### config.mk
export PLATFORM = sky130hd
export DESIGN_NAME = round_banner_ctrl
export DESIGN_NICKNAME = d
export VERILOG_FILES = /design/src/rtl/game_pkg.sv /design/src/rtl/banner_addr_gen.sv /design/src/rtl/round_banner_ctrl.sv
export SDC_FILE = /design/constraint.sdc
export NUM_CORES = 1
export LEC_CHECK = 0
export CAP_MARGIN = 20
export CORE_MARGIN = 5
export CORE_UTILIZATION = 30
export DETAILED_ROUTE_END_ITERATION = 16
export PLACE_DENSITY = 0.58
export SETUP_SLACK_MARGIN = 0.15
export SLEW_MARGIN = 30
export SYNTH_ARGS = -nofsm -noshare
export SYNTH_HDL_FRONTEND = slang
export SYNTH_SLANG_ARGS = --single-unit
### constraint.sdc
create_clock -name Clk -period 3.3 [get_ports Clk]
set_input_delay 0.66 -clock Clk [delete_from_list [all_inputs] [get_ports Clk]]
set_output_delay 0.66 -clock Clk [all_outputs]
set_load 0.005 [all_outputs]
### src/rtl/game_pkg.sv
// Shared game-side types and constants for the round banner overlay.
// Contents:
//   banner_state_t  - banner sequencer states
//   ROUND_MIN/MAX   - legal round numbers that may be announced
//   KEY_RGB         - palette colour that is drawn as transparent
//   is_valid_round  - range check used on the round_start request
package game_pkg;

    typedef enum logic [1:0] {
        IDLE  = 2'd0,
        ARMED = 2'd1,
        SHOW  = 2'd2,
        BLINK = 2'd3
    } banner_state_t;

    localparam logic [2:0]  ROUND_MIN = 3'd1;
    localparam logic [2:0]  ROUND_MAX = 3'd5;
    localparam logic [11:0] KEY_RGB   = 12'h8D0;

    // True when the requested round has a sprite ROM/palette pair.
    function automatic logic is_valid_round(input logic [2:0] round_num);
        return (round_num >= ROUND_MIN) && (round_num <= ROUND_MAX);
    endfunction

endpackage

### src/rtl/banner_addr_gen.sv
// Window compare and sprite address generation for the banner (combinational,
// registered by the parent in its first pipeline stage).
// Ports:
//   i_draw_x, i_draw_y : current VGA draw coordinates
//   o_in_win           : coordinate lies inside the SPR_W x SPR_H banner box
//   o_addr             : {row, column} inside the box, i.e. row*SPR_W + column
module banner_addr_gen #(
    parameter int SPR_W    = 64,
    parameter int SPR_H    = 32,
    parameter int BANNER_X = 288,
    parameter int BANNER_Y = 224
) (
    input  logic [9:0]                              i_draw_x,
    input  logic [9:0]                              i_draw_y,
    output logic                                    o_in_win,
    output logic [$clog2(SPR_W)+$clog2(SPR_H)-1:0]  o_addr
);

    localparam int XB = $clog2(SPR_W);
    localparam int YB = $clog2(SPR_H);

    localparam logic [9:0] X_LO = 10'(BANNER_X);
    localparam logic [9:0] X_HI = 10'(BANNER_X + SPR_W - 1);
    localparam logic [9:0] Y_LO = 10'(BANNER_Y);
    localparam logic [9:0] Y_HI = 10'(BANNER_Y + SPR_H - 1);

    logic [XB-1:0] w_dx;
    logic [YB-1:0] w_dy;

    // Sprite dimensions are powers of two, so the low bits of the offset
    // difference are the column/row and concatenation replaces the multiply.
    always_comb begin
        w_dx     = i_draw_x[XB-1:0] - X_LO[XB-1:0];
        w_dy     = i_draw_y[YB-1:0] - Y_LO[YB-1:0];
        o_addr   = {w_dy, w_dx};
        o_in_win = (i_draw_x >= X_LO) && (i_draw_x <= X_HI) &&
                   (i_draw_y >= Y_LO) && (i_draw_y <= Y_HI);
    end

endmodule

### src/rtl/round_banner_ctrl.sv
// "Round N" banner sequencer: selects the round sprite ROM/palette, generates
// the ROM address from the draw position, runs the frame-based show/blink/hide
// sequence and emits a 2-cycle pipelined pixel with an opaque flag.
// Ports:
//   Clk, Reset           : pixel clock, synchronous active-high reset
//   frame_start          : one-cycle pulse at start of vertical blank
//   round_start/round_num: request to announce a round (1..5 accepted)
//   DrawX, DrawY         : current draw coordinates
//   rom_sel              : live sprite ROM/palette pair, 0 when not busy
//   rom_addr             : sprite ROM address (held outside the banner box)
//   pal_rgb              : palette colour, arrives one cycle after rom_addr
//   red, green, blue     : banner pixel colour, zero when not opaque
//   banner_px            : current pixel is opaque banner
//   busy                 : sequence armed or displaying
module round_banner_ctrl #(
    parameter int          SPR_W        = 64,
    parameter int          SPR_H        = 32,
    parameter int          BANNER_X     = 288,
    parameter int          BANNER_Y     = 224,
    parameter int          SHOW_FRAMES  = 120,
    parameter int          BLINK_FRAMES = 64,
    parameter int          BLINK_HALF   = 8,
    parameter logic [11:0] KEY_RGB      = game_pkg::KEY_RGB
) (
    input  logic                                    Clk,
    input  logic                                    Reset,
    input  logic                                    frame_start,
    input  logic                                    round_start,
    input  logic [2:0]                              round_num,
    input  logic [9:0]                              DrawX,
    input  logic [9:0]                              DrawY,
    output logic [2:0]                              rom_sel,
    output logic [$clog2(SPR_W)+$clog2(SPR_H)-1:0]  rom_addr,
    input  logic [11:0]                             pal_rgb,
    output logic [3:0]                              red,
    output logic [3:0]                              green,
    output logic [3:0]                              blue,
    output logic                                    banner_px,
    output logic                                    busy
);

    import game_pkg::*;

    localparam int AW    = $clog2(SPR_W) + $clog2(SPR_H);
    localparam int CNT_W = $clog2((SHOW_FRAMES > BLINK_FRAMES) ? SHOW_FRAMES : BLINK_FRAMES) + 1;
    localparam logic [CNT_W-1:0] SHOW_LAST  = CNT_W'(SHOW_FRAMES - 1);
    localparam logic [CNT_W-1:0] BLINK_LAST = CNT_W'(BLINK_FRAMES - 1);

    banner_state_t    r_state, w_state_n;
    logic [CNT_W-1:0] r_cnt, w_cnt_n, w_cnt_inc;
    logic             r_visible, w_visible_n;
    logic [2:0]       r_round, w_round_n;
    logic             r_busy;
    logic [2:0]       r_rom_sel;
    logic             w_valid_rs;

    logic             w_in_win;
    logic [AW-1:0]    w_addr;
    logic [AW-1:0]    r_rom_addr;
    logic             r_in_win_d;
    logic             r_vis_d;

    logic             w_px;
    logic             r_px;
    logic [11:0]      r_rgb;

    banner_addr_gen #(
        .SPR_W    (SPR_W),
        .SPR_H    (SPR_H),
        .BANNER_X (BANNER_X),
        .BANNER_Y (BANNER_Y)
    ) u_addr_gen (
        .i_draw_x (DrawX),
        .i_draw_y (DrawY),
        .o_in_win (w_in_win),
        .o_addr   (w_addr)
    );

    // Next-state logic. A valid round request outranks frame_start, so a
    // coincident frame pulse is swallowed and display waits for the next one.
    always_comb begin
        w_state_n   = r_state;
        w_cnt_n     = r_cnt;
        w_visible_n = r_visible;
        w_round_n   = r_round;
        w_valid_rs  = round_start && is_valid_round(round_num);
        w_cnt_inc   = r_cnt + {{(CNT_W-1){1'b0}}, 1'b1};
        if (w_valid_rs) begin
            w_state_n = ARMED;
            w_round_n = round_num;
            w_cnt_n   = {CNT_W{1'b0}};
        end else if (frame_start) begin
            case (r_state)
                IDLE: begin
                    w_state_n = IDLE;
                end
                ARMED: begin
                    w_state_n   = SHOW;
                    w_cnt_n     = {CNT_W{1'b0}};
                    w_visible_n = 1'b1;
                end
                SHOW: begin
                    if (r_cnt == SHOW_LAST) begin
                        w_state_n = BLINK;
                        w_cnt_n   = {CNT_W{1'b0}};
                    end else begin
                        w_cnt_n = w_cnt_inc;
                    end
                end
                BLINK: begin
                    if (r_cnt == BLINK_LAST) begin
                        w_state_n   = IDLE;
                        w_cnt_n     = {CNT_W{1'b0}};
                        w_visible_n = 1'b0;
                    end else if ((32'(w_cnt_inc) % BLINK_HALF) == 32'd0) begin
                        w_cnt_n     = w_cnt_inc;
                        w_visible_n = ~r_visible;
                    end else begin
                        w_cnt_n = w_cnt_inc;
                    end
                end
                default: begin
                    w_state_n   = IDLE;
                    w_cnt_n     = {CNT_W{1'b0}};
                    w_visible_n = 1'b0;
                end
            endcase
        end else begin
            w_state_n = r_state;
        end
    end

    // Sequencer state plus busy/rom_sel, registered from next-state values.
    always_ff @(posedge Clk) begin
        if (Reset) begin
            r_state   <= IDLE;
            r_cnt     <= {CNT_W{1'b0}};
            r_visible <= 1'b0;
            r_round   <= 3'd0;
            r_busy    <= 1'b0;
            r_rom_sel <= 3'd0;
        end else begin
            r_state   <= w_state_n;
            r_cnt     <= w_cnt_n;
            r_visible <= w_visible_n;
            r_round   <= w_round_n;
            r_busy    <= (w_state_n != IDLE);
            r_rom_sel <= (w_state_n != IDLE) ? w_round_n : 3'd0;
        end
    end

    // Stage 0: ROM address, window flag and visibility aligned with the pixel.
    always_ff @(posedge Clk) begin
        if (Reset) begin
            r_rom_addr <= {AW{1'b0}};
            r_in_win_d <= 1'b0;
            r_vis_d    <= 1'b0;
        end else begin
            r_rom_addr <= w_in_win ? w_addr : r_rom_addr;
            r_in_win_d <= w_in_win;
            r_vis_d    <= r_visible;
        end
    end

    // Opaque only inside the box, while displaying, visible, and not key colour.
    always_comb begin
        w_px = r_in_win_d && r_vis_d &&
               ((r_state == SHOW) || (r_state == BLINK)) &&
               (pal_rgb != KEY_RGB);
    end

    // Stage 1: colour output, blanked whenever the pixel is not banner.
    always_ff @(posedge Clk) begin
        if (Reset) begin
            r_px  <= 1'b0;
            r_rgb <= 12'h000;
        end else begin
            r_px  <= w_px;
            r_rgb <= w_px ? pal_rgb : 12'h000;
        end
    end

    assign rom_sel   = r_rom_sel;
    assign rom_addr  = r_rom_addr;
    assign busy      = r_busy;
    assign banner_px = r_px;
    assign red       = r_rgb[11:8];
    assign green     = r_rgb[7:4];
    assign blue      = r_rgb[3:0];

endmodule

==> results.py, run 1 <==
metrics = {
    "floorplan": {
        "start_util": 0.3077,
        "dieHeight_um": 87.93,
        "num_io_pins": 67,
        "num_rows": 28,
        "die_area_mm2": 0.007731,
        "die_w_um": 87.93,
        "core_area_mm2": 0.005921,
    },
    "synthesis": {
        "yosys-top-cells-count": "44 x dfxtp_1, 35 x nand2_1, 19 x a21oi_1",
        "postSynth.asyncResetShare": 0,
        "syn_area_mm2": 0.001822,
        "synth-edff-count": 0,
        "synth_cell_type_count": 47,
        "synth_top_cell_by_area": "dfxtp_1",
        "yosysMostFrequentCell": "dfxtp_1",
        "synth_top_area_frac": 0.4835,
        "avgSynthCellArea_um2": 8.553,
        "syn_inst": 213,
        "synthTopCellsByArea": "dfxtp_1 48%, nand2_1 7.2%, a21oi_1 5.2%, and2_1 4.8%, nand3_1 2.2%",
        "synth-main-ff-cell": "dfxtp_1",
        "ys_seq_area_frac": 0.4835,
        "ys.warnings.count": 0,
        "ys_seq_elements": 44,
        "syn_nets": 254,
    },
    "timing": {
        "worst_pin_slew_ns": 0.8323,
        "min_period_ns": 2.130,
        "setup_tns_ns": 0,
        "min_period_over_period": 0.6454,
        "report.final.slew_viol_count": 0,
        "rsz0062_at_grt": "no",
        "hold_violations": 0,
        "finClkSkew_ns": 0.006423,
        "hold_slack_ns": 0.4557,
        "fmax_mhz": 469.5,
        "slew_headroom": 0.4427,
        "setup_viol": 0,
    },
    "worst_setup_path": {
        "cp_slowest_cell": "clkdlybuf4s50_1",
        "endpoint_kind": "flop",
        "cp-startpoint": "frame_start",
        "worstSetupPathType": "in2reg",
        "cp_slowest_stage_delay_ns": 0.65,
        "reg2reg_from": "r_state[1]",
        "crit_chain": "clkdlybuf4s50_1 > o21ai_1 > nor4_1 > nand3_1 > a31oi_1",
        "critPathLaunchType": "input pin",
        "worstPathArrival_ns": 2.35,
        "rr_worst_depth": 4,
        "cp.required_ns": 3.52,
        "critPathMaxFanout": 12,
    },
    "routing": {
        "firstDrtPassIters": 4,
        "routedWlPerCell_um": 12.30,
        "post-route-drc-count": 0,
        "ant_nets": 0,
        "drt_iter0_drc": 71,
        "totalWireLength_mm": 4.291,
        "vias": 1679,
        "via_per_inst": 4.811,
    },
    "clocking": {
        "cts_resized": 0,
        "clock-sinks": 44,
        "cts_root_buffer": "clkbuf_8",
        "clkSlewWorstSetupHoldPaths_ns": 0.09,
        "numCtsBuffers": 5,
        "post-cts-setup-buffer-count": 0,
        "postCtsHoldBufs": 0,
        "cts_tree": "done",
        "max-clock-path-buffers": 2,
        "clkLatencyLatePin_ns": 0.29,
        "h-tree-depth": 2,
    },
    "final_layout": {
        "final_cell_area_mm2": 0.002614,
        "drive_above_1_share": 0.04745,
        "area_growth_pct": 43.48,
        "n_antenna_cell": 0,
        "fin_cells": 349,
        "nets": 314,
    },
    "power": {
        "fin_total_pwr_uw": 992.1,
        "peakVddDrop_mv": 0.1699,
        "p_leak_nw": 0.8909,
        "p_per_area_mw_per_mm2": 379.6,
    },
    "min_path": {
        "hold_depth": 2,
        "holdCritStartpoint": "rom_addr[2]",
        "worstHoldPathType": "reg2reg",
    },
    "placement": {
        "port-buffer-count": 66,
        "place.gp.congestion": 0.7873,
        "dp_hpwl_mm": 3.170,
        "post_dp_cell_area_mm2": 0.002516,
        "placedCellCount": 341,
    },
    "grt": {
        "gr-usage-all-layers": 0.1131,
        "grt_start_max_net_pins": 23,
        "grt_first_pass_wirelength_mm": 6.824,
        "antenna_found_initial": 0,
        "overflow": 0,
        "grt_pass1_vias": 1492,
    },
    "flow_run": {
        "drv_cap": 0,
    },
    "status": {
        "status": "finished clean",
    },
}
[routing by layer]
layer	routed length [µm]	GRT usage	vias up
met1	1901	0.1363	741
met5	0	0	-
met4	74	0.04324	0
li1	-	-	873
met3	490	0.05833	8
met2	1824	0.1712	57
[worst paths after layout]
check / to / slack [ns]
worst max-delay path: r_cnt[5] / 1.17
worst min-delay path: rom_addr[2] / 0.46
worst max register to register: r_cnt[5] / 1.41
worst min register to register: rom_addr[2] / 0.46
[placed cells by master, fill, tap and decap left out, types with 2 or more instances in the layout]
master	Yosys	routed
a211oi_1	2	2
a21oi_1	19	19
a31oi_1	6	6
and2_1	14	14
clkbuf_8	0	6
clkdlybuf4s50_1	0	66
clkinvlp_4	0	2
dfxtp_1	44	44
ha_1	2	2
inv_1	5	5
nand2_1	35	35
nand2b_1	3	3
nand3_1	8	8
nand4_1	6	6
nor2_1	10	10
nor3_1	5	5
nor4_1	2	2
nor4b_1	2	2
o211ai_1	3	3
o21ai_0	6	5
o41ai_1	2	2
[state kept, by name, indices dropped and copies added, names as in the netlist]
register	cells
r_vis_d	1
r_rgb	12
r_in_win_d	1
rom_sel	3
busy	1
rom_addr	11
banner_px	1
r_visible	1
r_cnt	8
r_state	2
r_round	3
[power breakdown]
part           leakage, nW  internal [mW]  switching (mW)
Clock               0.0434          0.169           0.185
Combinational        0.492         0.0582          0.0348
Sequential           0.356          0.538         0.00622
[worst max-delay path: cells and delay by family]
| family | cells | cell delay [ns] |
|---|---|---|
| buffers and inverters | 1 | 0.65 |
| and+or+nand+nor | 2 | 0.48 |
| AOI/OAI and AO/OA | 2 | 0.55 |
[metrics by stage]
| stage | util | worst slack [ns] |
|---|---|---|
| 5_1_grt | 0.4415 | 1.047 |
| 4_1_cts | 0.4415 | 1.193 |
| 6_report | 0.4415 | 1.170 |
| 3_3_place_gp | 0.4250 | 0.7536 |
| 3_5_place_dp | 0.4250 | 0.8914 |
| 2_1_floorplan | - | 1.640 |
[logic make-up (layout without fill, tap and decap cells)]
family	count (synthesis)	count (layout)	share of synthesized area
and+or+nand+nor	97	97	0.2761
AOI/OAI and AO/OA	49	49	0.1690
DFF	44	44	0.4835
buffers and inverters	19	80	0.04739
adders and majority gates	2	2	0.01373
xor gates and xnor gates	1	1	0.004809
muxes	1	1	0.005495
[final cells by class]
type	instances	area, µm²
fill	606	3307
sequential	44	880.8
multi-input combinational	150	854.6
timing repair buffer	67	668.1
tap	75	93.84
clock buffer	6	82.58
inverter	5	18.77
clock inverter	2	15.01
Note: power is estimated with default switching activity, not from simulation.
==> inputs of run 2 (changes only) <==
Clock period 3.3 ns to 2.05 ns, I/O delays scaled along.
==> run 2 against run 1 <==
Against the previous run:
- cell area rose by 4.5%
- hold slack worse by 0.0055 ns
- sequential cell count unchanged
- wire length increased by 9.2%
- sequential share of layout area fell by 1.4 points
- die area unchanged
- register-to-register slack got worse by 1.1 ns
- critical endpoint is now r_visible
- global-route usage is 0.87 points higher
- largest cell class unchanged
==> results.py, run 2 (synthesis gave the netlist of run 1 again) <==
metrics = {
    "final_layout": {
        "n_antenna_cell": 0,
        "largest_reg_flops": 12,
        "drive_above_1_share": 0.08803,
        "nets": 324,
        "top_register": "r_rgb",
        "area_growth_pct": 50.00,
        "final_cell_mix": "66 x clkdlybuf4s50_1, 43 x dfxtp_1, 35 x nand2_1, 19 x a21oi_1, 14 x and2_1",
        "final_common_cell": "clkdlybuf4s50_1",
    },
    "timing": {
        "fmax_mhz": 564.4,
        "rsz0062_at_grt": "no",
        "slew_headroom": 0.5270,
        "min_period_ns": 1.772,
        "setup_viol": 0,
        "hold_violations": 0,
        "worst_pin_slew_ns": 0.7021,
        "report.final.slew_viol_count": 0,
        "setup_slack_ns": 0.2782,
        "setup_tns_ns": 0,
        "finClkSkew_ns": 0.01125,
        "min_period_over_period": 0.8643,
    },
    "routing": {
        "ant_nets": 0,
        "via_per_inst": 4.783,
        "totalWireLength_mm": 4.686,
        "drt_iter0_drc": 101,
        "vias": 1717,
        "firstDrtPassIters": 4,
        "routedWlPerCell_um": 13.05,
        "post-route-drc-count": 0,
    },
    "grt": {
        "antenna_found_initial": 0,
        "grt_first_pass_wirelength_mm": 7.341,
        "gr-usage-all-layers": 0.1217,
        "overflow": 0,
        "grt_start_max_net_pins": 22,
        "grt_pass1_vias": 1621,
    },
    "floorplan": {
        "die_area_mm2": 0.007731,
        "dieHeight_um": 87.93,
        "die_w_um": 87.93,
        "num_rows": 28,
        "start_util": 0.3077,
        "num_io_pins": 67,
        "core_area_mm2": 0.005921,
    },
    "worst_setup_path": {
        "endpoint_kind": "flop",
        "cp_slowest_stage_delay_ns": 0.43,
        "crit_chain": "ha_4 > nand3_2 > or3_1 > a311o_1 > a211oi_1",
        "cp.required_ns": 2.26,
        "critPathBufInv": 0,
        "critPathTopFamily": "simple AND/OR/NAND/NOR gates",
        "cp_slowest_cell": "dfxtp_1",
        "worstPathArrival_ns": 1.98,
        "worstSetupPathType": "reg2reg",
        "critPathMaxFanout": 6,
        "critPathLaunchType": "flop",
    },
    "placement": {
        "port-buffer-count": 66,
        "dp_hpwl_mm": 3.545,
        "post-place-ws_ns": 0.04874,
        "place.gp.congestion": 0.7699,
    },
    "clocking": {
        "clock-sinks": 44,
        "cts_tree": "done",
        "clkSlewWorstSetupHoldPaths_ns": 0.08,
        "clkLatencyLatePin_ns": 0.30,
        "postCtsHoldBufs": 0,
        "cts_root_buffer": "clkbuf_8",
        "h-tree-depth": 2,
        "numCtsBuffers": 5,
        "max-clock-path-buffers": 2,
    },
    "flow_run": {
        "drv_cap": 0,
    },
    "power": {
        "p_per_area_mw_per_mm2": 627.5,
        "p_leak_nw": 0.9502,
        "peakVddDrop_mv": 0.4109,
    },
    "status": {
        "status": "finished clean",
    },
    "min_path": {
        "worstHoldPathType": "reg2reg",
    },
}
-- run 2: worst min-delay path, stage by stage, from the launching register on --
cell and delay (ns):
dfxtp_1 0.31, nand2_1 0.05, a21oi_1 0.05
-- run 2: path summary, 6_finish.rpt --
| kind | from | endpoint | slack [ns] | cells after the start |
|---|---|---|---|---|
| max | r_cnt[1] | r_visible | 0.28 | 5 |
| min | rom_addr[3] | rom_addr[3] | 0.45 | 2 |
| max reg2reg | r_cnt[1] | r_visible | 0.28 | 5 |
| min reg2reg | rom_addr[3] | rom_addr[3] | 0.45 | 2 |
-- run 2: timing repair --
action                                  4_1_cts  5_1_grt
buffers inserted                              0        1
endpoints found under the hold margin         0        0
gates resized for setup                       0        3
endpoints found under the setup margin        0       12
-- run 2: stage by stage --
stage / cell area, µm² / std cells / hold slack, ns / total power [mW] / util
2_1_floorplan: 1822 / 213 / 0.4312 / 0.9472 / -
6_report: 2733 / 359 / 0.4501 / 1.715 / 0.4615
3_3_place_gp: 2596 / 350 / 0.4375 / 1.057 / 0.4385
3_5_place_dp: 2596 / 350 / 0.4451 / 1.058 / 0.4385
5_1_grt: 2733 / 359 / 0.4792 / 1.798 / 0.4615
4_1_cts: 2711 / 358 / 0.4544 / 1.739 / 0.4579
-- run 2: final cells by class --
class | count | area [µm²]
clock buffers | 5 | 68.82
clock inverters | 3 | 46.29
fillers | 582 | 3188
inverters | 5 | 18.77
multi-input cells | 150 | 867.1
flip-flops and latches | 44 | 882.1
well taps | 75 | 93.84
repair buffers | 77 | 755.7
-- run 2: power breakdown --
group	switching [mW]	internal [mW]	leakage, nW
combinational	0.0606	0.101	0.539
sequential	0.00805	0.866	0.356
clock	0.311	0.367	0.0548
total	0.380	1.34	0.950
-- run 2: metal layers --
metal	global-route usage	vias to the layer above	wire length, µm
met4	0.04045	0	29
li1	-	889	-
met3	0.06209	2	503
met1	0.1402	769	2013
met2	0.1959	57	2138
met5	0	-	0
==> inputs of run 3 (changes only) <==
Settings changed: CORE_UTILIZATION 30 to 25, CTS_BUF_LIST set to sky130_fd_sc_hd__clkbuf_8, PLACE_DENSITY 0.58 to 0.5.
==> run 3 against run 2 <==
Against the previous run:
- sequential share of layout area is 0.91 points lower
- clock power is 15% higher
- power is 6.1% higher
- sequential power hardly changed
- wire length is 0.70% lower
- worst setup slack better by 0.018 ns
- first-iteration DRC count is 18% lower
- hold slack better by 0.00079 ns
- non-clock buffer count is 5 higher
- register-to-register slack better by 0.02 ns
- final cell count is 7.8% higher
- critical path type unchanged
==> results.py, run 3 (synthesis gave the netlist of run 1 again) <==
metrics = {
    "status": {
        "status": "finished clean",
    },
    "floorplan": {
        "core_area_mm2": 0.007176,
        "die_w_um": 95.37,
        "die_area_mm2": 0.009094,
        "num_io_pins": 67,
        "num_rows": 31,
        "dieHeight_um": 95.37,
        "start_util": 0.2539,
    },
    "clocking": {
        "cts_root_buffer": "clkbuf_8",
        "h-tree-depth": 2,
        "clkLatencyLatePin_ns": 0.30,
        "numCtsBuffers": 5,
        "postCtsHoldBufs": 0,
        "max-clock-path-buffers": 2,
        "clkSlewWorstSetupHoldPaths_ns": 0.09,
        "cts_tree": "done",
        "clock-sinks": 44,
    },
    "final_layout": {
        "area_growth_pct": 54.33,
        "final_cell_area_mm2": 0.002811,
        "top_register": "r_rgb",
        "drive_above_1_share": 0.1042,
        "final_common_cell": "clkdlybuf4s50_1",
        "nets": 329,
        "n_antenna_cell": 0,
        "largest_reg_flops": 12,
        "final_cell_mix": "66 x clkdlybuf4s50_1, 43 x dfxtp_1, 35 x nand2_1, 19 x a21oi_1, 15 x buf_4",
    },
    "timing": {
        "finClkSkew_ns": 0.006038,
        "min_period_over_period": 0.8554,
        "fmax_mhz": 570.3,
        "min_period_ns": 1.754,
        "setup_tns_ns": 0,
        "worst_pin_slew_ns": 0.7525,
        "setup_viol": 0,
        "rsz0062_at_grt": "no",
        "hold_violations": 0,
        "report.final.slew_viol_count": 0,
        "slew_headroom": 0.4930,
    },
    "grt": {
        "antenna_found_initial": 0,
        "grt_pass1_vias": 1679,
        "overflow": 0,
        "gr-usage-all-layers": 0.1079,
        "grt_first_pass_wirelength_mm": 7.672,
        "grt_start_max_net_pins": 14,
    },
    "routing": {
        "via_per_inst": 4.457,
        "drt_iter0_drc": 83,
        "ant_nets": 0,
        "firstDrtPassIters": 4,
        "routedWlPerCell_um": 12.02,
        "post-route-drc-count": 0,
        "vias": 1725,
        "totalWireLength_mm": 4.653,
    },
    "worst_setup_path": {
        "critPathMaxFanout": 6,
        "worstSetupPathType": "reg2reg",
        "cp.required_ns": 2.26,
        "worstPathArrival_ns": 1.96,
        "endpoint_kind": "flop",
        "critPathLaunchType": "flop",
    },
    "placement": {
        "dp_hpwl_mm": 3.525,
        "port-buffer-count": 66,
        "place.gp.congestion": 0.7594,
        "post_dp_cell_area_mm2": 0.002656,
    },
    "power": {
        "p_per_area_mw_per_mm2": 647.1,
        "p_leak_nw": 0.9835,
        "peakVddDrop_mv": 0.3575,
    },
    "min_path": {
        "worstHoldPathType": "reg2reg",
    },
    "flow_run": {
        "drv_cap": 0,
    },
}
## run 3: worst paths after layout
path | slack [ns] | start | to | cells after the start
hold / removal | 0.45 | rom_addr[10] | rom_addr[10] | 2
hold reg to reg | 0.45 | rom_addr[10] | rom_addr[10] | 2
setup reg to reg | 0.30 | r_cnt[1] | r_visible | 5
setup / recovery | 0.30 | r_cnt[1] | r_visible | 5
## run 3: final cells by class
cell class	count	area, µm²
Fill cell	731	4364
Timing Repair Buffer	82	793.3
Clock buffer	5	68.82
Inverter	5	18.77
Clock inverter	2	60.06
Tap cell	99	123.9
Multi-Input combinational cell	150	864.6
Sequential cell	44	882.1
## run 3: power by group
part,total [mW],switching (mW),internal [mW]
clock,0.778,0.299,0.480
sequential,0.874,0.00781,0.866
combinational,0.167,0.0621,0.105
total,1.82,0.369,1.45
## run 3: metal layers
layer  wire length (µm)  track usage
met4                 68      0.05649
met2               2127       0.1703
met5                  0            0
met1               2047       0.1290
met3                410      0.03710
## run 3: repair_timing
action,CTS,global route
endpoints found under the hold margin,0,0
resized for setup,0,3
setup endpoints to repair,0,7
setup buffers,0,2
## run 3: worst max-delay path, stage by stage, from the launching register on
cell and delay [ns]:
dfxtp_1 0.38, ha_2 0.26, nand3_2 0.12, or3_1 0.39
a311o_1 0.28, a211oi_1 0.24
## run 3: stage by stage
stage | hold slack (ns) | util | worst slack (ns) | total power [mW] | cells
floorplan | 0.4312 | - | 0.3895 | 0.9472 | 213
global placement | 0.4386 | 0.3702 | 0.1060 | 1.063 | 378
detailed placement | 0.4421 | 0.3702 | 0.06831 | 1.061 | 378
CTS | 0.4546 | 0.3881 | 0.2127 | 1.840 | 385
global route | 0.4885 | 0.3918 | 0.1807 | 1.900 | 387
finish | 0.4509 | 0.3918 | 0.2965 | 1.819 | 387
==> variant 1 (config.mk and constraints of run 3) <==
The parameter `SHOW_FRAMES` goes from 120 to 240.
--- a/src/rtl/round_banner_ctrl.sv
+++ b/src/rtl/round_banner_ctrl.sv
@@ -18,5 +18,5 @@
     parameter int          BANNER_X     = 288,
     parameter int          BANNER_Y     = 224,
-    parameter int          SHOW_FRAMES  = 120,
+    parameter int          SHOW_FRAMES  = 240,
     parameter int          BLINK_FRAMES = 64,
     parameter int          BLINK_HALF   = 8,
Behaviour: same outputs for any inputs over 10 cycles, from zero or initial values and one cycle with Reset high; that may be too few to reach the edited logic, so the function may still have changed.
==> variant 1 against run 3 <==
  * Count of clock-buffer cells in the layout did not move
  * Synthesized area rose by 5.6%
  * Final area rose by 2.3%
  * Total power fell by 10%
  * Combinational power up 4%
  * Wire length increased by 2.3%
  * Via count is 2.1% higher
  * Worst setup slack lost 0.022 ns
  * Clock power down 28%
  * Sequential cell count is 1 higher
  * Critical path type is now input port to flip-flop
  * Critical endpoint is now r_rgb[4]$_SDFF_PP0_
==> variant 1: results (changes against run 3) <==
Run status
  – Status: completed

Global route
  – M3 GR Usage: 3.857% (+0.15 points)
  – M2 GR Usage: 16.03% (-1.0 points)
  – Vias in the first global route: 1747 (+4.1%)
  – First-pass GRT wire length: 8004 um (+4.3%)

Synthesis
  – Syn Nets: 249 (-2.0%)
  – Synth Area in Adders: 1.300% (-0.073 points)
  – Seq/Total Area, Yosys: 46.81% (-1.5 points)
  – Main area contributors after synthesis: dfxtp_1 (47%), mux2i_1 (5.2%), and2_1 (4.6%)
  – Post-Synthesis Cells: 208 (-2.3%)
  – Complex-gate fraction of the synthesized area: 13.46% (-3.4 points)
  – Multiplexer share of the synthesized area: 5.202% (+4.7 points)
  – Post-synthesis xor/xnor area fraction: 0.9103% (+0.43 points)

Setup path
  – Worst setup endpoint: r_rgb[4]$_SDFF_PP0_
  – CP startpoint: pal_rgb[1]
  – Reg2Reg Capture Point: r_cnt[6]$_SDFFE_PP0P_
  – Internal reg-to-reg setup slack: 0.37 ns (+0.07 ns)
  – Slowest CP cell: or4b_1
  – CP Data Arrival Time: 1.98 ns (+0.02 ns)

Placement
  – HPWL after DPL: 3645 um (+3.4%)
  – Cell Area, Placed: 0.002785 mm^2 (+4.9%)
  – Place WS: -0.09453 ns (-0.1628 ns)
  – Final GP Congestion: 0.7858 (+3.5%)

Drt
  – Avg Vias per Cell: 4.541 (+1.9%)
  – Routed wl met2: 2066 um (-2.9%)
  – Total Routed Length: 4762 um (+2.3%)
  – Detailed router's first-iteration violation count: 79 (-4.8%)

STA
  – Min Hold Slack: 0.4896 ns (+0.03873 ns)
  – Setup ws final: 0.2742 ns (-0.02222 ns)
  – Clock Skew: 0.005501 ns (-0.0005366 ns)

Min path
  – Hold path start: r_visible$_SDFFE_PP0P_
  – Hold Path Sink: r_vis_d$_SDFF_PP0_

Final layout
  – Layout cells sized above 1: 11.89% (+1.5 points)
  – Fin cells: 388 (+0.26%)
  – Final nets: 326 (-0.91%)
## variant 1: changes by cell type after synthesis, moves of 3 or more
cell,before,now
nor2b_1,1,4
a21oi_1,19,7
nor2_1,10,18
mux2i_1,1,10
and3_1,1,4
nand2_1,35,13
o21ai_0,6,2
nand4_1,6,3
## variant 1: power by group through the flow
stage	logic, mW	clock network (mW)	registers [mW]
3_3_place_gp	0.176	0	0.916
2_1_floorplan	0.0601	0	0.911
3_5_place_dp	0.176	0	0.916
4_1_cts	0.176	0.590	0.896
6_report	0.174	0.560	0.896
5_1_grt	0.190	0.623	0.898
## variant 1: final cells by class
| cell class | count | area (um^2) |
|---|---|---|
| clock buffers | 5 | 68.82 |
| clock inverters | 3 | 21.27 |
| fillers | 789 | 4732 |
| inverters | 5 | 18.77 |
| multi-input cells | 143 | 934.6 |
| flip-flops and latches | 45 | 900.9 |
| well taps | 102 | 127.6 |
| repair buffers | 85 | 803.3 |
==> variant 2 (flow settings as in run 3) <==
Made on the original files. Make the reset (`Reset`) asynchronous in 3 clocked blocks. Comments in the files are not updated.
--- a/src/rtl/round_banner_ctrl.sv
+++ b/src/rtl/round_banner_ctrl.sv
@@ -132,5 +132,5 @@
 
     // Sequencer state plus busy/rom_sel, registered from next-state values.
-    always_ff @(posedge Clk) begin
+    always_ff @(posedge Clk or posedge Reset) begin
         if (Reset) begin
             r_state   <= IDLE;
@@ -151,5 +151,5 @@
 
     // Stage 0: ROM address, window flag and visibility aligned with the pixel.
-    always_ff @(posedge Clk) begin
+    always_ff @(posedge Clk or posedge Reset) begin
         if (Reset) begin
             r_rom_addr <= {AW{1'b0}};
@@ -171,5 +171,5 @@
 
     // Stage 1: colour output, blanked whenever the pixel is not banner.
-    always_ff @(posedge Clk) begin
+    always_ff @(posedge Clk or posedge Reset) begin
         if (Reset) begin
             r_px  <= 1'b0;
Behaviour: differs if Reset is asserted again (counterexample within 4 cycles, from zero or initial values and one cycle with Reset high); with Reset held inactive, the same outputs for 10 cycles.
==> variant 2 against run 3 <==
  * Count of clock-buffer cells in the layout is 1 higher
  * Sequential share of layout area is 5.3 points higher
  * Final cell count is 5.9% lower
  * Largest power group unchanged
  * Worst setup slack worse by 0.12 ns
  * Combinational power is 89% higher
  * Total power is 8.0% higher
  * First-iteration DRC count is 34% higher
  * Synthesized area is 7.6% higher
  * Wire length is 1.5% higher
  * Sequential cell count stayed put
  * Final area is 6.9% higher
==> variant 2: results (changes against run 3) <==
Placement
  – Place WS: -0.1667 ns (-0.2350 ns)
  – Final GP Congestion: 0.7820 (+3.0%)
  – HPWL after DPL: 3524 um (about the same)

Global route
  – First-pass GRT wire length: 7776 um (+1.4%)
  – Tot GR Track Use: 9.782% (-1.0 points)
  – Vias in the first global route: 1644 (-2.1%)
  – Pin count of the biggest net entering global routing: 45 (+31)

Power and ir drop
  – Pleak: 1.294 nW (+32%)
  – VDD IR max: 0.2823 mV (-21%)
  – Switching part of the total power: 23.32% (+3.1 points)

Clock tree
  – H-tree levels: 2 (unchanged)
  – Total CTS buffers: 5 (unchanged)

Drt
  – Detailed router's first-iteration violation count: 111 (+34%)
  – Avg Vias per Cell: 4.541 (+1.9%)
  – Total Routed Length: 4722 um (+1.5%)
  – Drt first pass iters: 6 (+2)

Synthesis
  – Seq/Total Area, Yosys: 56.19% (+7.8 points)
  – Main area contributors after synthesis: dfrtp_1 (56%), mux2_2 (5.7%), and2_1 (5.4%)
  – Syn Nets: 217 (-15%)
  – Async set-reset flop share out of synthesis: 100.0% (+100 points)
  – Distinct cells, synth: 41 (-13%)
  – Post-synth top cells: dfrtp_1 (44), and2_1 (17), nand2_1 (11)

Final layout
  – Layout cells sized above 1: 16.41% (+6.0 points)
  – Final-layout fill cell count: 760 (+4.0%)
  – Final nets: 302 (-8.2%)

Setup path
  – Max FO, Critical Path: 11 (+5)
  – Worst path max stage delay: 0.54 ns (+0.15 ns)
  – Slowest CP cell: or4_4

Run status
  – Status: completed

STA
  – Clock Skew: 0.006910 ns (+0.0008720 ns)
  – Worst slew pin tran: 0.4021 ns (-0.3504 ns)
-- variant 2: per-layer routing --
| metal | vias to the layer above | wire (um) | track usage, % |
|---|---|---|---|
| li1 | 804 | - | - |
| met1 | 790 | 2138 | 11.88 |
| met2 | 54 | 2192 | 16.43 |
| met3 | 5 | 324 | 3.185 |
| met4 | 0 | 67 | 3.151 |
| met5 | - | 0 | 0 |
-- variant 2: area by class of cell --
type                    instances  share of cell area, %
repair buffers                 84                  27.03
multi-input cells             116                  26.78
flip-flops and latches         44                  36.65
clock inverters                 2                  1.291
inverters                      10                  1.249
clock buffers                   6                  2.749
well taps                     102                  4.248
-- variant 2: power groups by stage --
stage               sequential (mW)  combinational (mW)  clock (mW)
global route                  0.954               0.349       0.767
global placement              0.965               0.318           0
detailed placement            0.966               0.318           0
CTS                           0.948               0.320       0.732
floorplan                     0.954               0.130           0
finish                        0.947               0.315       0.704
-- variant 2: worst max-delay path: cells and delay by family --
family        cells  cell delay [ns]
mux               1             0.34
simple gates      2             0.72
buf+inv           2             0.57
-- variant 2: kinds of logic (layout without fill, tap and decap cells) --
group	count (synthesis)	count (layout)	synth area share, %
buf+inv	16	102	3.640
xor+xnor	1	1	0.4471
simple gates	64	64	19.48
flops	44	44	56.19
mux	11	11	6.258
fa+ha+maj	2	2	1.277
compound gates	38	38	12.71
-- variant 2: timing repair --
action,in CTS,in global routing
cloned,0,0
pin swaps,0,1
setup endpoints to repair,2,14
resized for setup,1,4
-- variant 2: through the flow --
| stage | cells | setup TNS, ns | power [mW] | area (um^2) | hold slack (ns) |
|---|---|---|---|---|---|
| 5_1_grt | 364 | 0 | 2.070 | 3004 | 0.4345 |
| 6_report | 364 | 0 | 1.966 | 3004 | 0.4192 |
| 2_1_floorplan | 176 | 0 | 1.083 | 1959 | 0.3700 |
| 3_3_place_gp | 356 | -1.984 | 1.283 | 2861 | 0.4090 |
| 3_5_place_dp | 356 | -2.020 | 1.284 | 2861 | 0.4090 |
| 4_1_cts | 364 | 0 | 2.000 | 2989 | 0.4211 |
-- variant 2: final timing paths --
kind	start	endpoint	slack, ns	cells after the start
worst max-delay path	DrawX[9]	rom_addr[1]$_DFFE_PP0P_	0.18	5
worst min-delay path	r_visible$_DFFE_PP0P_	r_vis_d$_DFF_PP0_	0.42	0
worst max register to register	r_cnt[1]$_DFFE_PP0P_	r_cnt[0]$_DFFE_PP0P_	0.32	5
worst min register to register	r_visible$_DFFE_PP0P_	r_vis_d$_DFF_PP0_	0.42	0
max in group asynchronous	Reset	r_cnt[4]$_DFFE_PP0P_	1.38	3
min in group asynchronous	Reset	busy$_DFF_PP0_	0.46	3
